### src/rtl/pc_redirect_sequencer.sv
// Fetch PC sequencer: advances the fetch address by 4, accepts Execute redirects and drives the IF/ID flush window.
// Optional macro MISALIGN_TRAP_EN sends misaligned redirect targets to TRAP_PC and pulses misalign_err.
module pc_redirect_sequencer #(
   parameter int unsigned     PC_W         = 8,
   parameter logic [PC_W-1:0] RESET_PC     = '0,
   parameter int unsigned     FLUSH_CYCLES = 2,
   parameter logic [PC_W-1:0] TRAP_PC      = PC_W'(252)
) (
   input  logic            clk,
   input  logic            rst_n,
   input  logic            stall,
   input  logic            redir_valid,
   input  logic [PC_W-1:0] redir_target,
   output logic            redir_ready,
   output logic [PC_W-1:0] pc,
   output logic            fetch_valid,
   output logic            flush,
   output logic [7:0]      redir_count,
   output logic            misalign_err
);

   typedef enum logic {
      S_RUN   = 1'b0,
      S_FLUSH = 1'b1
   } state_t;

   localparam logic [3:0] FLUSH_LOAD = 4'(FLUSH_CYCLES - 1);

   state_t          state_q, state_d;
   logic [3:0]      cnt_q, cnt_d;
   logic [PC_W-1:0] pc_d;
   logic            fetch_valid_d;
   logic            flush_d;
   logic [7:0]      redir_count_d;
   logic            misalign_err_d;
   logic [PC_W-1:0] load_pc;
   logic            misaligned;

`ifdef MISALIGN_TRAP_EN
   assign misaligned = |redir_target[1:0];
   assign load_pc    = misaligned ? TRAP_PC : redir_target;
`else
   logic unused_lsbs;
   assign misaligned  = 1'b0;
   assign load_pc     = {redir_target[PC_W-1:2], 2'b00};
   assign unused_lsbs = ^{redir_target[1:0], TRAP_PC};
`endif

   assign redir_ready = (state_q == S_RUN);

   always_comb begin
      // NOTE: every signal gets a default before the case so no path leaves one unassigned (no latch).
      state_d        = state_q;
      cnt_d          = cnt_q;
      pc_d           = pc;
      fetch_valid_d  = fetch_valid;
      flush_d        = 1'b0;
      redir_count_d  = redir_count;
      misalign_err_d = 1'b0;

      unique case (state_q)
         S_RUN: begin
            if (redir_valid) begin
               pc_d           = load_pc;
               flush_d        = 1'b1;
               fetch_valid_d  = 1'b0;
               cnt_d          = FLUSH_LOAD;
               redir_count_d  = redir_count + 8'd1;
               misalign_err_d = misaligned;
               state_d        = S_FLUSH;
            end else if (!fetch_valid) begin
               // First edge out of reset: the reset PC itself is the first fetch.
               fetch_valid_d = 1'b1;
            end else if (!stall) begin
               pc_d = pc + PC_W'(4);
            end
         end
         S_FLUSH: begin
            if (cnt_q == 4'd0) begin
               fetch_valid_d = 1'b1;
               state_d       = S_RUN;
            end else begin
               cnt_d   = cnt_q - 4'd1;
               flush_d = 1'b1;
            end
         end
         default: state_d = S_RUN;
      endcase
   end

   always_ff @(posedge clk) begin
      // NOTE: sequential state uses non-blocking assignments so all registers update from pre-edge values.
      if (!rst_n) begin
         state_q      <= S_RUN;
         cnt_q        <= 4'd0;
         pc           <= RESET_PC;
         fetch_valid  <= 1'b0;
         flush        <= 1'b0;
         redir_count  <= 8'd0;
         misalign_err <= 1'b0;
      end else begin
         state_q      <= state_d;
         cnt_q        <= cnt_d;
         pc           <= pc_d;
         fetch_valid  <= fetch_valid_d;
         flush        <= flush_d;
         redir_count  <= redir_count_d;
         misalign_err <= misalign_err_d;
      end
   end

endmodule

### config.mk
export PLATFORM = sky130hd
export DESIGN_NAME = pc_redirect_sequencer
export DESIGN_NICKNAME = d
export VERILOG_FILES = /design/src/rtl/pc_redirect_sequencer.sv
export SDC_FILE = /design/constraint.sdc
export NUM_CORES = 1
export LEC_CHECK = 0
export CAP_MARGIN = 15
export CORE_MARGIN = 2
export CORE_UTILIZATION = 45
export CTS_BUF_LIST = sky130_fd_sc_hd__clkbuf_8
export DETAILED_ROUTE_END_ITERATION = 6
export DONT_BUFFER_PORTS = 1
export PLACE_DENSITY = 0.63
export SETUP_SLACK_MARGIN = 0.02
export SLEW_MARGIN = 15
export SYNTH_ARGS = -nofsm -noshare
export SYNTH_HDL_FRONTEND = slang
export SYNTH_SLANG_ARGS = --single-unit
### constraint.sdc
create_clock -name clk -period 2.81 [get_ports clk]
set_clock_uncertainty 0.1 [all_clocks]
set_input_delay 0.7025 -clock clk [delete_from_list [all_inputs] [get_ports clk]]
set_output_delay 0.7025 -clock clk [all_outputs]
set_load 0.03 [all_outputs]
### Yosys cells after proc, flatten, opt, wreduce, memory -nomap -nowiden

Cells that the tools add are included.

* register bits: 22
* input port bits: 12
* output and inout bits: 20
* word-level logic and storage cells: 30

* add/subtract/negate cells: 3
* equality and inequality tests: 4
* multiplexer cells: 12
* bitwise logic cells: 1
* reduce and logical (&&, ||, !) cells: 5

Operators with widths (count)
* $mux 8: 3
* $add 8x1->8 const B: 1
* $add 8x3->8 const B: 1
* $mux 4: 2
* $pmux 4 s2: 1
* $logic_not 4->1: 1
* $mux 1: 4
* $ne 2x1->1 const B: 2
* $ne 2x2->1 const B: 2
* $pmux 1 s2: 2
* $reduce_and 2->1: 2
* $sub 4x1->4 const B: 1
* $reduce_and 3->1: 1
* $reduce_bool 2->1: 1
* $not 1->1: 1

### Longest topological paths before layout

* word-level depth: 4
* mapped depth: 5
* depth with buffers taken out: 5

### Worst setup path before layout

No wires, ideal clock.

* kind: register to output
* from: reg state_q
* to: out redir_ready
* arrival: 0.937 ns
* required time: 2.007 ns
* setup slack: 1.070 ns
* stages on the path, launching flop included: 2
* buffers on the path: 0
* cell sequence: dfxtp_1 clkinv_1

* longest elaborated chain between the ends: 1

Ends and longest elaborated chain
* start: declaration: RTL line 29 `state_t state_q, state_d;`
* start signal: assignment: RTL line 102 `state_q <= state_d;`
* $not 1->1 (no source line)
* end: declaration: RTL line 14 `output logic redir_ready,`

Every way passes these cells.

### Worst setup path after layout

Ends and elaborated chain as after synthesis.

==> results by group <==
Final layout
  • Area delta synth->final: 4.07%
  • Final Cell Area: 0.00112 mm²
  • Final #Nets: 143
  • Antenna Cells: 0
  • Util after Layout: 0.501
  • Fraction of layout cells with a size suffix above 1: 0.0476

Global routing
  • First-pass GRT wire length: 3950 µm
  • GRT overflow: 0
  • Largest net degree at the start of global routing: 24
  • Total track usage: 0.193
  • Vias in the first global route: 917
  • Antenna violations before repair: 0

Worst setup path
  • CP Class: reg -> out
  • Critical path arrival: 1.56 ns
  • Worst R2R End: cnt_q[1]$_SDFFE_PN0P_
  • Startpoint Class: register
  • Crit path buffers/inverters: 2
  • Worst Setup SP: state_q$_SDFF_PN0_
  • Peak fanout along the critical path: 14
  • CP top delay family: flip-flops
  • FF-to-FF path depth: 4
  • Crit. End Element: output pin
  • CP max stage delay: 0.77 ns
  • Worst path slowest cell: dfxtp_1
  • R2r setup slk: 0.86 ns
  • R2R Path Start: state_q$_SDFF_PN0_
  • Crit-path cells: clkinv_1, buf_4
  • Critical Path RT: between 2 and 2.5 ns

Hold path
  • Hold_sp: cnt_q[0]$_SDFFE_PN0P_
  • Worst min path class: reg -> reg
  • Hold Path Depth: 2
  • Worst Hold Endpoint: cnt_q[0]$_SDFFE_PN0P_

Die
  • Core Region: 0.00223 mm²
  • Initial core utilization: 0.482
  • Die area: 0.00280 mm²
  • Chip width: 52.9 µm
  • Die Y: about 53 µm
  • Row cnt: 17
  • Ports: 32

STA
  • Final Hold Fails: 0
  • Final Cycle Share: 0.839
  • Min cycle time layout: 2.36 ns
  • Fmax: 424 MHz
  • Final TNS setup: 0 ns
  • RSZ-0062 raised after global routing: false
  • Final setup violation count: 0
  • Worst slew margin: 0.539
  • Slew of the pin with the lowest slew margin: 0.690 ns
  • Pins Over Slew Limit: 0

Power
  • Worst VDD drop: about 290 µV
  • Reg power frac: 0.567
  • Internal: 0.000429 W
  • Sw Ratio: 0.304
  • P_leak: 0.388 nW
  • Design Power: 0.000616 W
  • Psw: 0.000187 W
  • Comb pwr share: 0.133
  • Clock Power Share: 0.301
  • PwrDens: 550 mW/mm²

Logic synthesis
  • Cells after Synth: 129
  • FF+latch count, synth: 20
  • Cell variety after synth: 40
  • Post-synthesis cell area: 0.00108 mm²
  • Post-synth ARST share: 0
  • Prevailing post-synth register cell: dfxtp_1
  • Register area share after synthesis: 0.372
  • Synth warn: 0
  • Number of flops mapped to enable cells by yosys: 0
  • Syn Area/Cell: ~8.3 µm²

Place
  • Final HPWL DP: ~1700 µm
  • Routability cong.: ~0.76
  • IO Port Bufs: 0
  • Placed Area: 0.00108 mm²

Clocking
  • Worst-Skew Late Latency: approximately 0.25 ns
  • Post-CTS setup-driven buffer insertion count: 0
  • CTS H-tree lvls: 1
  • CTS tree: built
  • Clk root buf: clkbuf_8
  • Post-CTS sizing: 0
  • Longest Clk Path Bufs: 2
  • Hold bufs inserted after CTS: 0
  • CTS Buf Count: 3
  • Clk sink count: 20
  • Clock input transition at the sequential cells of the worst setup and hold paths: 0.07 ns

Detailed routing
  • Via count: 957
  • DR WL/cell: 15.5 µm
  • WL met1: 1060 µm
  • Met2 WL: 1180 µm
  • Highest metal used: met4
  • DRC Markers: 0
  • Total wire length: 2380 µm
  • DRT Pass-1 Iters: 4
  • Length of routed met3 wiring: 131 µm
  • DRT antenna net count: 0
  • Via-to-Cell Ratio: 6.21
  • First DRT Iteration DRCs: 18

Run status
  • Status: finished clean

Flow run
  • Max-cap viol count: 0
how the worst max path moves through the flow:
stage / end / slack (ns) / cells past startpoint
6_report: redir_ready / 0.45 / 2
5_1_grt: redir_ready / 0.37 / 2
4_1_cts: redir_ready / 0.46 / 2
3_5_place_dp: redir_ready / 0.74 / 2
3_3_place_gp: redir_ready / 0.75 / 2
2_1_floorplan: redir_ready / 1.07 / 1
final cells by class:
cell class                      instances  area, µm²
Fill cell                             239       1110
Sequential cell                        20        400
Multi-Input combinational cell         95        609
Timing Repair Buffer                    1       7.51
Clock buffer                            3       41.3
Inverter                                7       26.3
Tap cell                               28       35.0
power by group through the flow:
| stage | Combinational [W] | Sequential [W] | Clock (W) |
|---|---|---|---|
| 2_1_floorplan | 0.0000789 | 0.000346 | 0 |
| 3_3_place_gp | 0.0000791 | 0.000354 | 0 |
| 3_5_place_dp | 0.0000816 | 0.000355 | 0 |
| 4_1_cts | 0.0000821 | 0.000349 | 0.000188 |
| 5_1_grt | 0.0000934 | 0.000353 | 0.000199 |
| 6_report | 0.0000818 | 0.000349 | 0.000185 |
state kept, by name, summed over array words and instances, names as in the netlist:
name         cells
cnt_q            4
redir_count      8
state_q          1
fetch_valid      1
pc               6
cells in the mapped netlist (all sizes together) (2+ instances only):
cell    instances  area share
buf             5       0.030
nor2            4       0.014
mux2i           3       0.028
nand2          14       0.049
nor3            3       0.014
a21oi           9       0.042
nor2b           3       0.017
xor2            2       0.016
inv             6       0.021
dfxtp          20        0.37
a211oi          4       0.028
o211ai          5       0.035
o31a            3       0.024
nand3           5       0.023
o31ai           2       0.014
o22ai           2       0.012
ha              3       0.035
clkbuf          4       0.014
nor4            2       0.012
a31oi           3       0.017
nor3b           2       0.014
or3             3       0.017
o21ai           3       0.014
nand2b          4       0.023
worst reg2reg max path, stage by stage, from the launching register on:
cell and delay, ns:
dfxtp_1 0.77, clkinv_1 0.27, buf_4 0.26, or3_1 0.38, a21oi_1 0.11
cells in the final DEF, fill, tap and decap left out, types with 4 or more instances in the layout:
cell type,instances
nand2b_1,4
nand2_1,14
dfxtp_1,20
o211ai_1,5
nand3_1,5
inv_1,6
a211oi_1,4
nor2_1,4
a21oi_1,9
routing by layer:
layer / vias up / global-route usage
met5: - / 0
met4: 0 / 0.0684
met3: 2 / 0.0508
met2: 20 / 0.338
met1: 468 / 0.225
li1: 467 / -
kinds of logic (layout without fill, tap and decap cells):
logic type,count (synthesis),count (layout),share of synthesized area
other,1,3,0.00349
XOR/XNOR,3,3,0.0244
AND/OR/NAND/NOR,46,46,0.228
multiplexers,3,3,0.0279
flip-flops,20,20,0.372
AO/OA/AOI/OAI,37,37,0.241
adder cells (fa/ha/maj),3,3,0.0349
buffers and inverters,16,11,0.0686
through the flow:
stage / hold slack, ns / setup WS [ns] / instances
floorplan: 0.391 / 1.07 / 131
global placement: 0.414 / 0.746 / 151
detailed placement: 0.428 / 0.739 / 151
CTS: 0.446 / 0.456 / 154
global route: 0.475 / 0.368 / 154
finish: 0.447 / 0.452 / 154
Note: power is estimated with default switching activity, not from simulation.
